## src/rtl/trace_pkg.sv

```systemverilog
// rtl/trace_pkg.sv - shared defaults, width helper and stored-word layout for the trace collector
package trace_pkg;

   localparam int DEF_NCH     = 5;
   localparam int DEF_TRACE_W = 32;
   localparam int DEF_FIFO_D  = 4;
   localparam int DEF_CNT_W   = 16;

   // Stored FIFO word is {lost, data}: the lost flag sits in the MSB above the payload.
   localparam int LOST_W = 1;

   function automatic int clog2_min1(input int n);
      int r;
      r = 1;
      for (int i = 1; i < 31; i++) begin
         if ((1 << i) < n) r = i + 1;
      end
      return r;
   endfunction

endpackage

```

## src/rtl/trace_collector_if.sv

```systemverilog
// rtl/trace_collector_if.sv - merged trace output stream toward the trace buffer
interface trace_collector_if
   import trace_pkg::*;
#(
   parameter int TRACE_W = DEF_TRACE_W,
   parameter int CH_W    = clog2_min1(DEF_NCH)
);
   logic               out_valid;
   logic               out_ready;
   logic [TRACE_W-1:0] out_data;
   logic [CH_W-1:0]    out_ch;
   logic               out_lost;

   modport master (output out_valid, out_data, out_ch, out_lost, input out_ready);
   modport slave  (input out_valid, out_data, out_ch, out_lost, output out_ready);
endinterface

```

## src/rtl/trace_fifo.sv

```systemverilog
// rtl/trace_fifo.sv - per-channel trace FIFO with simultaneous push/pop and full/empty flags
module trace_fifo
   import trace_pkg::*;
#(
   parameter int WIDTH = DEF_TRACE_W + LOST_W,
   parameter int DEPTH = DEF_FIFO_D
)
(
   input  logic             i_clk,
   input  logic             i_rst_n,
   input  logic             i_push,
   input  logic             i_pop,
   input  logic [WIDTH-1:0] i_wdata,
   output logic [WIDTH-1:0] o_rdata,
   output logic             o_full,
   output logic             o_empty
);
   localparam int AW = clog2_min1(DEPTH);

   logic [WIDTH-1:0] r_mem [DEPTH];
   logic [AW:0]      r_wptr;
   logic [AW:0]      r_rptr;

   // Extra pointer bit distinguishes full from empty when the index bits match.
   assign o_empty = (r_wptr == r_rptr);
   assign o_full  = (r_wptr[AW] != r_rptr[AW]) && (r_wptr[AW-1:0] == r_rptr[AW-1:0]);
   assign o_rdata = r_mem[r_rptr[AW-1:0]];

   always_ff @(posedge i_clk or negedge i_rst_n) begin
      if (!i_rst_n) begin
         r_wptr <= '0;
         r_rptr <= '0;
      end else begin
         if (i_push) r_wptr <= r_wptr + (AW+1)'(1);
         if (i_pop)  r_rptr <= r_rptr + (AW+1)'(1);
      end
   end

   always_ff @(posedge i_clk) begin
      if (i_push) r_mem[r_wptr[AW-1:0]] <= i_wdata;
   end

endmodule

```

## src/rtl/trace_collector.sv

```systemverilog
// rtl/trace_collector.sv - per-channel trace FIFOs merged round-robin into one output stream
module trace_collector
   import trace_pkg::*;
#(
   parameter int NCH     = DEF_NCH,
   parameter int TRACE_W = DEF_TRACE_W,
   parameter int FIFO_D  = DEF_FIFO_D,
   parameter int CNT_W   = DEF_CNT_W
)
(
   input  logic                   i_clk,
   input  logic                   i_rst_n,
   input  logic [NCH-1:0]         i_trigger,
   input  logic [NCH*TRACE_W-1:0] i_trace,
   input  logic [NCH-1:0]         i_ch_en,
   input  logic [NCH-1:0]         i_ovf_clr,
   output logic [NCH-1:0]         o_ovf,
   output logic [CNT_W-1:0]       o_drop_cnt,
   trace_collector_if.master      o_out
);
   localparam int CH_W   = clog2_min1(NCH);
   localparam int WORD_W = TRACE_W + LOST_W;

   logic [NCH-1:0]    w_empty;
   logic [NCH-1:0]    w_full;
   logic [NCH-1:0]    w_push_req;
   logic [NCH-1:0]    w_push;
   logic [NCH-1:0]    w_pop;
   logic [NCH-1:0]    w_drop;
   logic [WORD_W-1:0] w_rdata [NCH];

   logic [NCH-1:0]    r_lost_pend;
   logic [NCH-1:0]    r_ovf;
   logic [CNT_W-1:0]  r_drop_cnt;
   logic [CH_W-1:0]   r_last_grant;

   logic [CH_W-1:0]   w_grant;
   logic              w_found;
   logic              w_can_load;
   logic              w_load;
   logic [CNT_W:0]    w_cnt_sum;

   assign w_can_load = !o_out.out_valid || o_out.out_ready;
   assign w_load     = w_can_load && w_found;

   for (genvar g = 0; g < NCH; g++) begin : g_ch
      assign w_push_req[g] = i_trigger[g] && i_ch_en[g];
      assign w_pop[g]      = w_load && (w_grant == CH_W'(g));
      // A pop in the same cycle frees the slot, so a full FIFO still accepts.
      assign w_push[g]     = w_push_req[g] && (!w_full[g] || w_pop[g]);
      assign w_drop[g]     = w_push_req[g] && w_full[g] && !w_pop[g];

      trace_fifo #(
         .WIDTH (WORD_W),
         .DEPTH (FIFO_D)
      ) u_fifo (
         .i_clk   (i_clk),
         .i_rst_n (i_rst_n),
         .i_push  (w_push[g]),
         .i_pop   (w_pop[g]),
         .i_wdata ({r_lost_pend[g], i_trace[g*TRACE_W +: TRACE_W]}),
         .o_rdata (w_rdata[g]),
         .o_full  (w_full[g]),
         .o_empty (w_empty[g])
      );
   end

   always_comb begin : p_arb
      int idx;
      idx     = 0;
      w_found = 1'b0;
      w_grant = '0;
      for (int k = 0; k < NCH; k++) begin
         idx = int'(r_last_grant) + 1 + k;
         if (idx >= NCH) idx = idx - NCH;
         if (!w_found && !w_empty[CH_W'(idx)]) begin
            w_found = 1'b1;
            w_grant = CH_W'(idx);
         end
      end
   end

   // Simultaneous drops from several channels land in one update, then saturate.
   always_comb begin
      w_cnt_sum = {1'b0, r_drop_cnt};
      for (int i = 0; i < NCH; i++) begin
         w_cnt_sum = w_cnt_sum + (CNT_W+1)'(w_drop[i]);
      end
   end

   always_ff @(posedge i_clk or negedge i_rst_n) begin
      if (!i_rst_n) begin
         r_lost_pend <= '0;
         r_ovf       <= '0;
         r_drop_cnt  <= '0;
      end else begin
         r_lost_pend <= (r_lost_pend & ~w_push) | w_drop;
         r_ovf       <= (r_ovf & ~i_ovf_clr) | w_drop;
         r_drop_cnt  <= w_cnt_sum[CNT_W] ? {CNT_W{1'b1}} : w_cnt_sum[CNT_W-1:0];
      end
   end

   always_ff @(posedge i_clk or negedge i_rst_n) begin
      if (!i_rst_n) begin
         o_out.out_valid <= 1'b0;
         o_out.out_data  <= '0;
         o_out.out_ch    <= '0;
         o_out.out_lost  <= 1'b0;
         r_last_grant    <= CH_W'(NCH - 1);
      end else if (w_can_load) begin
         if (w_found) begin
            o_out.out_valid <= 1'b1;
            o_out.out_data  <= w_rdata[w_grant][TRACE_W-1:0];
            o_out.out_lost  <= w_rdata[w_grant][TRACE_W];
            o_out.out_ch    <= w_grant;
            r_last_grant    <= w_grant;
         end else begin
            o_out.out_valid <= 1'b0;
         end
      end
   end

   assign o_ovf      = r_ovf;
   assign o_drop_cnt = r_drop_cnt;

endmodule

```

## src/flat_wrapper.sv

```systemverilog
// flat-port wrapper written by rule: the top's interface ports become plain ports
module trace_collector_flat import trace_pkg::*;
#(
   parameter int NCH     = DEF_NCH,
   parameter int TRACE_W = DEF_TRACE_W,
   parameter int FIFO_D  = DEF_FIFO_D,
   parameter int CNT_W   = DEF_CNT_W
)
  (i_clk, i_rst_n, i_trigger, i_trace, i_ch_en, i_ovf_clr, o_ovf, o_drop_cnt, o_out_out_valid, o_out_out_data, o_out_out_ch, o_out_out_lost, o_out_out_ready);
  trace_collector_if #(.TRACE_W(TRACE_W), .CH_W((3))) o_out_i ();
  input  logic i_clk;
  input  logic i_rst_n;
  input  logic [NCH-1:0] i_trigger;
  input  logic [NCH*TRACE_W-1:0] i_trace;
  input  logic [NCH-1:0] i_ch_en;
  input  logic [NCH-1:0] i_ovf_clr;
  output logic [NCH-1:0] o_ovf;
  output logic [CNT_W-1:0] o_drop_cnt;
  output wire logic [$bits(o_out_i.out_valid)-1:0] o_out_out_valid;
  output wire logic [$bits(o_out_i.out_data)-1:0] o_out_out_data;
  output wire logic [$bits(o_out_i.out_ch)-1:0] o_out_out_ch;
  output wire logic [$bits(o_out_i.out_lost)-1:0] o_out_out_lost;
  input wire logic [$bits(o_out_i.out_ready)-1:0] o_out_out_ready;
  assign o_out_out_valid = o_out_i.out_valid;
  assign o_out_out_data = o_out_i.out_data;
  assign o_out_out_ch = o_out_i.out_ch;
  assign o_out_out_lost = o_out_i.out_lost;
  assign o_out_i.out_ready = o_out_out_ready;
  trace_collector #(.NCH(NCH), .TRACE_W(TRACE_W), .FIFO_D(FIFO_D), .CNT_W(CNT_W)) u_core (.i_clk(i_clk), .i_rst_n(i_rst_n), .i_trigger(i_trigger), .i_trace(i_trace), .i_ch_en(i_ch_en), .i_ovf_clr(i_ovf_clr), .o_ovf(o_ovf), .o_drop_cnt(o_drop_cnt), .o_out(o_out_i));
endmodule
```

## config.mk

```make
export PLATFORM = sky130hd
export DESIGN_NAME = trace_collector_flat
export DESIGN_NICKNAME = d
export VERILOG_FILES = /design/src/rtl/trace_pkg.sv /design/src/rtl/trace_collector_if.sv /design/src/rtl/trace_fifo.sv /design/src/rtl/trace_collector.sv /design/src/flat_wrapper.sv
export SDC_FILE = /design/constraint.sdc
export NUM_CORES = 1
export LEC_CHECK = 0
export CAP_MARGIN = 0
export CORE_MARGIN = 4
export CORE_UTILIZATION = 63
export CTS_CLUSTER_DIAMETER = 50
export DETAILED_ROUTE_END_ITERATION = 10
export PLACE_DENSITY = 0.87
export SLEW_MARGIN = 15
export SYNTH_ARGS = -nofsm -noshare
export SYNTH_HDL_FRONTEND = slang
export SYNTH_HIERARCHICAL = 1
export SYNTH_SLANG_ARGS = --single-unit
```

## constraint.sdc

```tcl
create_clock -name i_clk -period 15.8 [get_ports i_clk]
set_input_delay 3.16 -clock i_clk [delete_from_list [all_inputs] [get_ports i_clk]]
set_output_delay 3.16 -clock i_clk [all_outputs]
set_load 0.05 [all_outputs]
```

==> results of run 1 <==
power breakdown:
| group | internal (mW) | switching (mW) | total, mW | leakage, nW |
|---|---|---|---|---|
| Sequential | 2.52 | 0.198 | 2.72 | 7.16 |
| Clock | 1.02 | 0.746 | 1.76 | 1.18 |
| Combinational | 1.40 | 2.43 | 3.83 | 4.53 |
| Total | 4.94 | 3.38 | 8.31 | 12.9 |
routing by layer:
| layer | global-route usage | vias up | share of wire |
|---|---|---|---|
| met3 | 0.08122 | 199 | 0.10 |
| met5 | 0 | - | 0.00024 |
| met2 | 0.4839 | 1011 | 0.50 |
| met4 | 0.1292 | 4 | 0.048 |
| met1 | 0.3841 | 9306 | 0.35 |
| li1 | - | 7557 | - |
worst min path at each step:
stage                                                startpoint                                          end  slack, ns
floorplan           u_core/g_ch[0].u_fifo/r_wptr[2]$_DFFE_PN0P_  u_core/g_ch[0].u_fifo/r_wptr[2]$_DFFE_PN0P_       0.46
global placement    u_core/g_ch[0].u_fifo/r_wptr[2]$_DFFE_PN0P_  u_core/g_ch[0].u_fifo/r_wptr[2]$_DFFE_PN0P_       0.48
detailed placement  u_core/g_ch[0].u_fifo/r_wptr[2]$_DFFE_PN0P_  u_core/g_ch[0].u_fifo/r_wptr[2]$_DFFE_PN0P_       0.48
CTS                 u_core/g_ch[1].u_fifo/r_rptr[2]$_DFFE_PN0P_  u_core/g_ch[1].u_fifo/r_rptr[2]$_DFFE_PN0P_       0.49
global route        u_core/g_ch[4].u_fifo/r_wptr[2]$_DFFE_PN0P_  u_core/g_ch[4].u_fifo/r_wptr[2]$_DFFE_PN0P_       0.52
finish              u_core/g_ch[4].u_fifo/r_wptr[2]$_DFFE_PN0P_  u_core/g_ch[4].u_fifo/r_wptr[2]$_DFFE_PN0P_       0.49
sequential cells by signal, summed over array words and instances, names as in the netlist:
name                       count
u_core/g_ch.u_fifo/r_mem     660
u_core/g_ch.u_fifo/r_rptr     15
u_core/g_ch.u_fifo/r_wptr     15
u_core/o_drop_cnt             16
u_core/o_out.out_ch            3
u_core/o_out.out_data         32
u_core/o_out.out_lost          1
u_core/o_out.out_valid         1
u_core/o_ovf                   5
u_core/r_last_grant            1
u_core/r_lost_pend             5
through the flow:
| step | instances | util |
|---|---|---|
| 5_1_grt | 2713 | 0.7405 |
| 6_report | 2715 | 0.7406 |
| 2_1_floorplan | 1741 | - |
| 3_3_place_gp | 2578 | 0.6922 |
| 3_5_place_dp | 2578 | 0.6922 |
| 4_1_cts | 2712 | 0.7404 |
cell families after synthesis:
kind of cell / after synthesis
compound gates: 143
xor+xnor: 47
fa+ha+maj: 48
buf+inv: 176
flops: 754
mux: 245
simple gates: 328
cells in the mapped netlist (13+ instances only):
master                      count
sky130_fd_sc_hd__buf_6         13
sky130_fd_sc_hd__nand4_1       69
sky130_fd_sc_hd__mux2i_1       38
sky130_fd_sc_hd__mux4_2       140
sky130_fd_sc_hd__nand2_1       79
sky130_fd_sc_hd__nor2_1        14
sky130_fd_sc_hd__mux2_2        41
sky130_fd_sc_hd__dfrtp_1       93
sky130_fd_sc_hd__buf_2         34
sky130_fd_sc_hd__o21ai_0       19
sky130_fd_sc_hd__inv_1         63
sky130_fd_sc_hd__buf_12        15
sky130_fd_sc_hd__and4_1        64
sky130_fd_sc_hd__edfxtp_1     660
sky130_fd_sc_hd__and2_1        26
sky130_fd_sc_hd__ha_1          45
sky130_fd_sc_hd__clkbuf_1      45
sky130_fd_sc_hd__xnor2_1       18
sky130_fd_sc_hd__xor2_1        28
sky130_fd_sc_hd__nand3_1       19
sky130_fd_sc_hd__mux4_1        25
sky130_fd_sc_hd__o2111ai_1     35
worst max-delay path: cells and delay by family, from the launching register on:
family          cells  cell delay [ns]
compound gates      8             2.20
fa+ha+maj           6             2.64
buf+inv             4             1.34
flops               1             0.60
simple gates        6             1.85
final cells by class:
type	count	area share
Timing Repair Buffer	276	0.07138
Tap cell	672	0.02258
Sequential cell	754	0.5957
Clock buffer	97	0.05488
Inverter	65	0.006553
Antenna cell	3	0.0002016
Multi-Input combinational cell	811	0.2384
Clock inverter	37	0.01028
==> Implementation_results.wiki, run 1 <==
{| class="wikitable"
! Metric !! Value
|-
| Starting density of the core || 0.6378
|-
| Cell Chain, Critical Path || inv_1 > ha_1 > inv_1 > ha_1 > nor4b_4 > o31ai_1 > o21bai_1 > a221oi_2 > a211oi_1 > a31o_2 > a31oi_4 > buf_4 > nand3_1 > o2111ai_1 > inv_1 > fa_1 > fa_1 > ha_1 > fa_1 > a21oi_1 > nor3b_1 > nand2_1 > or3_1 > nand2b_1
|-
| Post-Place Worst Slack || 7.098 ns
|-
| Adder-cell area share of the yosys netlist || 0.01943
|-
| Worst clock skew || 0.02318 ns
|-
| Mux contribution to synthesized area || 0.1454
|-
| Area of combinational cells with multiple inputs || 8876 µm²
|-
| Layout overhead on the synthesized area || 16.13%
|-
| Sequential element share of the synthesized area || 0.6916
|-
| Main combinational cell family by area after synthesis || multiplexers
|-
| Outcome || complete, no violations
|-
| NumNets Final || 2209
|-
| Skew-Pair Late Insertion Delay || 0.62 ns
|-
| Antenna violations before repair || 4
|-
| Instance area at placement || 34800 µm²
|-
| I/O pin cnt || 236
|-
| Smallest setup slack after layout || 7.063 ns
|-
| Core region area || 50270 µm²
|-
| DRC viols || 0
|-
| DRC violation total after the first TritonRoute iteration || 2099
|-
| Worst hold path stage count || 1
|-
| Wirelength per Cell || 29.66 µm
|-
| Worst-Margin Slew || 1.190 ns
|-
| Total power || 8.311 mW
|-
| RSZ-0062 raised after global routing || no
|-
| Cell type of the slowest stage on the worst timing path || sky130_fd_sc_hd__ha_1
|-
| Capturing element of the worst setup path || u_core/o_drop_cnt[0]$_DFF_PN0_
|-
| Pins over their slew limit || 0
|-
| Type of the tightest min-delay check || flop to flop
|-
| Via count of the first global-routing pass || 18.28k
|-
| DIE AREA || 54560 µm²
|-
| Crit Path Category || flop to flop
|-
| Reg-to-reg slack, setup || 7.06 ns
|-
| Fraction of layout instances using a drive strength above 1 || 0.1784
|-
| Per-cell via count in the routed design || 6.658
|-
| Total number of H-tree levels || 3
|-
| Static Leak || 12.88 nW
|-
| Peak clock frequency supported by timing || 114.5 MHz
|-
| CTS tree || built
|-
| Die W || 233.6 µm
|-
| Critical path endpoint category || flop
|-
| Worst relative slew slack || 0.2048
|-
| Ranking of synthesized cells by area || sky130_fd_sc_hd__edfxtp_1, sky130_fd_sc_hd__mux4_2, sky130_fd_sc_hd__dfrtp_1
|-
| Peak supply drop || 257.1 µV
|-
| Largest fanout on the critical path || 68
|-
| Synth cell types || 81
|-
| Worst setup path startpoint || u_core/o_out.out_ch[1]$_DFFE_PN0P_
|-
| Share of synthesized flip-flops with an asynchronous set or reset || 0.1247
|-
| Setup Viol. Count Final || 0
|-
| Number of buffers added on ports || 235
|-
| Number of filler cells placed in the layout || 2784
|-
| Overflow left after global routing || 0
|-
| Worst flop-to-flop path endpoint || u_core/o_drop_cnt[0]$_DFF_PN0_
|-
| Total negative slack for setup checks || 0 ns
|-
| Final standard cell area without fillers || 37230 µm²
|-
| Power per cell area || 223.2 nW/µm²
|-
| Simple-gate share of the synthesized area || 0.06248
|-
| Cell accounting for the most synthesized area || sky130_fd_sc_hd__edfxtp_1
|-
| Maximum number of pins on one net before global-route repair || 78
|-
| Cell count of the worst reg-to-reg path || 24
|-
| Gp weighted congestion || 0.8797
|-
| Total wire length || 80530 µm
|-
| Total of flip-flops plus latches after synthesis || 754
|-
| Hold WS || 0.4917 ns
|-
| Count of instances resized after the clock tree is built || 0
|-
| Pre-Repair DR Iteration Count || 6
|-
| Warnings from Yosys || 6
|-
| Number of nets in the synthesized netlist || 1967
|-
| Count of hold-fix buffers inserted at cts || 0
|-
| Area of the mapped netlist || 32060 µm²
|-
| Post-route fraction of the period consumed by the critical path || 0.5530
|-
| Detail Placement HPWL || 52620 µm
|-
| Number of buffers inserted by post-CTS setup repair || 0
|-
| Count of nets left with antenna violations after detail routing || 0
|-
| Synth Area in Compound Gates || 0.03508
|-
| Number of buffers between clock root and the deepest sink || 3
|-
| Via total after detailed routing || 18.08k
|-
| Number of standard-cell rows in the floorplan || 82
|-
| Most frequent cells in the layout || sky130_fd_sc_hd__edfxtp_1, sky130_fd_sc_hd__clkdlybuf4s50_1, sky130_fd_sc_hd__mux4_2
|-
| Clock slew at reported path FFs || 0.06 ns
|-
| Most frequent standard cell in the layout excluding fill and tap cells || sky130_fd_sc_hd__edfxtp_1
|-
| Final hold vios || 0
|-
| Required @ worst endpoint || 16.33 ns
|-
| First-pass GRT wire length || 118100 µm
|-
| Die Y-Extent || 233.6 µm
|-
| Launch point of the worst reg-to-reg path || u_core/o_out.out_ch[1]$_DFFE_PN0P_
|-
| Syn Inst Count || 1741
|-
| Number of flops mapped to enable cells by yosys || 660
|-
| Area used by sequential logic in the layout || 22180 µm²
|-
| Clk root buf || sky130_fd_sc_hd__clkbuf_16
|-
| Minimum clock period || 8.737 ns
|-
| Aggregate global-route resource usage || 0.2981
|-
| Critical Path Source Type || flop
|-
| Share of the synthesized area in the top cell type || 0.6181
|-
| XOR/XNOR share of the synthesized area || 0.01307
|-
| Main flop type after synthesis || sky130_fd_sc_hd__edfxtp_1
|-
| Mean instance size in the synthesized netlist || 18.42 µm²
|-
| Arrival time reported for the critical path endpoint || 9.27 ns
|-
| Max capacitance violation total || 0
|-
| Delay of the slowest cell on the worst path || 0.75 ns
|-
| Number of CTS-inserted buffers || 75
|-
| Sinks on the clock net || 754
|}
(Power assumes the default switching activity.)
==> inputs of run 2 (changes only) <==
--- a/config.mk
+++ b/config.mk
@@ -7,10 +7,10 @@
 export LEC_CHECK = 0
 export CAP_MARGIN = 0
 export CORE_MARGIN = 4
-export CORE_UTILIZATION = 63
+export CORE_UTILIZATION = 53
 export CTS_CLUSTER_DIAMETER = 50
 export DETAILED_ROUTE_END_ITERATION = 10
-export PLACE_DENSITY = 0.87
+export PLACE_DENSITY = 0.78
 export SLEW_MARGIN = 15
 export SYNTH_ARGS = -nofsm -noshare
 export SYNTH_HDL_FRONTEND = slang
==> constraint.sdc (replaced) <==
create_clock -name i_clk -period 7.18 [get_ports i_clk]
set_input_delay 1.436 -clock i_clk [delete_from_list [all_inputs] [get_ports i_clk]]
set_output_delay 1.436 -clock i_clk [all_outputs]
set_load 0.05 [all_outputs]
==> Implementation_results.wiki, run 2 (synthesis gave the netlist of run 1 again) <==
{| class="wikitable"
! Metric !! Value
|-
| Met1 wire length || 31520 µm (+11%)
|-
| Power per cell area || 494.6 nW/µm² (+120%)
|-
| Final hold vios || 0 (unchanged)
|-
| Number of buffers between clock root and the deepest sink || 3 (unchanged)
|-
| I/O pin cnt || 236 (unchanged)
|-
| Number of buffers inserted by post-CTS setup repair || 0 (unchanged)
|-
| Fraction of layout instances using a drive strength above 1 || 0.1936 (+0.01521)
|-
| Most frequent cells in the layout || sky130_fd_sc_hd__edfxtp_1, sky130_fd_sc_hd__clkdlybuf4s50_1, sky130_fd_sc_hd__mux4_2
|-
| Peak clock frequency supported by timing || 150.4 MHz (+31%)
|-
| Overflow left after global routing || 0 (unchanged)
|-
| Total negative slack for setup checks || 0 ns (unchanged)
|-
| Max FFs per register || 660 (unchanged)
|-
| Type of the tightest min-delay check || flop to flop
|-
| Die Y-Extent || 254.0 µm (+8.7%)
|-
| Per-cell via count in the routed design || 6.146 (-7.7%)
|-
| Routed met2 length || 39530 µm (-1.4%)
|-
| Number of buffers added on ports || 235 (unchanged)
|-
| P_sw || 7.485 mW (+120%)
|-
| Crit Path Category || flop to flop
|-
| NumNets Final || 2235 (+1.2%)
|-
| Maximum number of pins on one net before global-route repair || 78 (unchanged)
|-
| Critical path endpoint category || flop
|-
| Die W || 254.0 µm (+8.7%)
|-
| Core region area || 59460 µm² (+18%)
|-
| Clock slew at reported path FFs || 0.06 ns (about the same)
|-
| Worst relative slew slack || 0.4626 (+0.2577)
|-
| Total placed cells including tap cells || 2698 (+4.7%)
|-
| Highest metal used || met5
|-
| First-pass GRT wire length || 117100 µm (-0.79%)
|-
| Outcome || complete, no violations
|-
| Wirelength per Cell || 28.03 µm (-5.5%)
|-
| Pre-Repair DR Iteration Count || 7 (+1)
|-
| Number of standard-cell rows in the floorplan || 89 (+8.5%)
|-
| Largest fanout on the critical path || 13 (-81%)
|-
| Starting density of the core || 0.5392 (-0.09858)
|-
| Most frequent standard cell in the layout excluding fill and tap cells || sky130_fd_sc_hd__edfxtp_1
|-
| Skew-Pair Late Insertion Delay || 0.63 ns (about the same)
|-
| Detail Placement HPWL || 54660 µm (+3.9%)
|-
| Count of nets left with antenna violations after detail routing || 0 (unchanged)
|-
| Critical Path Source Type || flop
|-
| Sinks on the clock net || 754 (unchanged)
|-
| Via count of the first global-routing pass || 18.01k (-1.5%)
|-
| Peak supply drop || 1245 µV (+380%)
|-
| Worst clock skew || 0.03581 ns (+0.01263 ns)
|-
| Post-route fraction of the period consumed by the critical path || 0.9259 (+0.3729)
|-
| DRC violation total after the first TritonRoute iteration || 1644 (-22%)
|-
| Gp weighted congestion || 0.8856 (+0.67%)
|-
| Layout overhead on the synthesized area || 18.19%
|-
| Clk root buf || sky130_fd_sc_hd__clkbuf_16
|-
| Max capacitance violation total || 0 (unchanged)
|-
| Flop pwr share || 0.315 (-0.012)
|-
| Share of power burned in combinational logic || 0.458 (-0.003)
|-
| Setup Viol. Count Final || 0 (unchanged)
|-
| DIE AREA || 64490 µm² (+18%)
|-
| Required @ worst endpoint || 7.70 ns (-8.63 ns)
|-
| Total power || 18.74 mW (+130%)
|-
| Via total after detailed routing || 17.52k (-3.1%)
|-
| Clock power frac || 0.227 (+0.015)
|-
| Static Leak || 13.17 nW (+2.3%)
|-
| Worst-Margin Slew || 0.7837 ns (-0.4065 ns)
|-
| Total number of H-tree levels || 3 (unchanged)
|-
| CTS tree || built
|-
| Aggregate global-route resource usage || 0.2482 (-0.04995)
|-
| Reg-to-reg slack, setup || 0.53 ns (-6.53 ns)
|-
| Internal portion of total power || 11.26 mW (+130%)
|-
| Count of hold-fix buffers inserted at cts || 0 (unchanged)
|-
| Minimum clock period || 6.648 ns (-2.089 ns)
|-
| Pins over their slew limit || 0 (unchanged)
|-
| Arrival time reported for the critical path endpoint || 7.17 ns (-2.10 ns)
|-
| DRC viols || 0 (unchanged)
|-
| Total wire length || 79910 µm (-0.76%)
|-
| Non-filler cells in the finished layout || 2851 (+5.0%)
|-
| Switching share of total power || 0.3994 (-0.006708)
|-
| Antenna violations before repair || 4 (unchanged)
|-
| Detail Route met3 WL || 6350 µm (-22%)
|-
| Count of instances resized after the clock tree is built || 0 (unchanged)
|-
| Number of CTS-inserted buffers || 82 (+9.3%)
|-
| RSZ-0062 raised after global routing || no
|}
[run 2: through the flow]
| stage | setup WS, ns | util | area, µm² | hold WS (ns) |
|---|---|---|---|---|
| final | 0.5317 | 0.6372 | 37890 | 0.4931 |
| after CTS | 0.5309 | 0.6371 | 37890 | 0.4948 |
| after global placement | 0.6074 | 0.5905 | 35110 | 0.4768 |
| after floorplan | 0.4262 | - | 32060 | 0.4619 |
| after global routing | 0.1009 | 0.6372 | 37890 | 0.5068 |
| after detailed placement | 0.5477 | 0.5905 | 35110 | 0.4811 |
[run 2: worst paths after layout]
check,cells past startpoint,startpoint,endpoint
setup / recovery,24,u_core/o_out.out_ch[1]$_DFFE_PN0P_,u_core/o_drop_cnt[8]$_DFF_PN0_
hold / removal,1,u_core/g_ch[0].u_fifo/r_wptr[2]$_DFFE_PN0P_,u_core/g_ch[0].u_fifo/r_wptr[2]$_DFFE_PN0P_
setup reg to reg,24,u_core/o_out.out_ch[1]$_DFFE_PN0P_,u_core/o_drop_cnt[8]$_DFF_PN0_
hold reg to reg,1,u_core/g_ch[0].u_fifo/r_wptr[2]$_DFFE_PN0P_,u_core/g_ch[0].u_fifo/r_wptr[2]$_DFFE_PN0P_
max in group asynchronous,2,i_rst_n,u_core/g_ch[4].u_fifo/r_rptr[0]$_DFFE_PN0P_
min in group asynchronous,1,i_rst_n,u_core/o_ovf[0]$_DFF_PN0_
[run 2: cell type report]
type | instances | area, µm²
clock buffer | 99 | 2208
multi-input combinational | 811 | 8871
fill | 4084 | 21570
sequential | 754 | 22180
clock inverter | 52 | 568.0
tap | 773 | 967.2
antenna | 2 | 5.005
inverter | 65 | 244.0
timing repair buffer | 295 | 2850
[run 2: power groups by stage]
stage | logic (mW) | clock network [mW] | registers [mW]
after CTS | 8.51 | 4.33 | 5.91
after floorplan | 5.55 | 0 | 6.23
after detailed placement | 8.46 | 0 | 5.98
after global routing | 9.06 | 4.53 | 5.96
final | 8.57 | 4.26 | 5.91
after global placement | 8.39 | 0 | 5.94
[run 2: per-layer routing]
metal,GRT usage,vias to the layer above
li1,-,7630
met1,0.3409,9041
met2,0.4041,726
met3,0.05168,121
met4,0.08182,4
met5,0,-
[run 2: worst max-delay path: stages, from the launching register on]
cell                        delay (ns)
sky130_fd_sc_hd__dfrtp_1          0.37
sky130_fd_sc_hd__buf_4            0.17
sky130_fd_sc_hd__ha_1             0.23
sky130_fd_sc_hd__xor2_2           0.32
sky130_fd_sc_hd__ha_1             0.34
sky130_fd_sc_hd__xor2_1           0.14
sky130_fd_sc_hd__o32ai_2          0.39
sky130_fd_sc_hd__o221ai_1         0.23
sky130_fd_sc_hd__a221oi_2         0.36
sky130_fd_sc_hd__a211oi_1         0.11
sky130_fd_sc_hd__a31o_2           0.28
sky130_fd_sc_hd__a31oi_4          0.20
sky130_fd_sc_hd__nand3_1          0.16
sky130_fd_sc_hd__o2111ai_1        0.22
sky130_fd_sc_hd__buf_4            0.16
sky130_fd_sc_hd__inv_1            0.06
sky130_fd_sc_hd__fa_1             0.52
sky130_fd_sc_hd__fa_1             0.58
sky130_fd_sc_hd__ha_1             0.19
sky130_fd_sc_hd__fa_1             0.22
sky130_fd_sc_hd__a21oi_1          0.12
sky130_fd_sc_hd__nor3b_1          0.32
sky130_fd_sc_hd__nand2_1          0.14
sky130_fd_sc_hd__or3_1            0.57
sky130_fd_sc_hd__o21ai_0          0.14
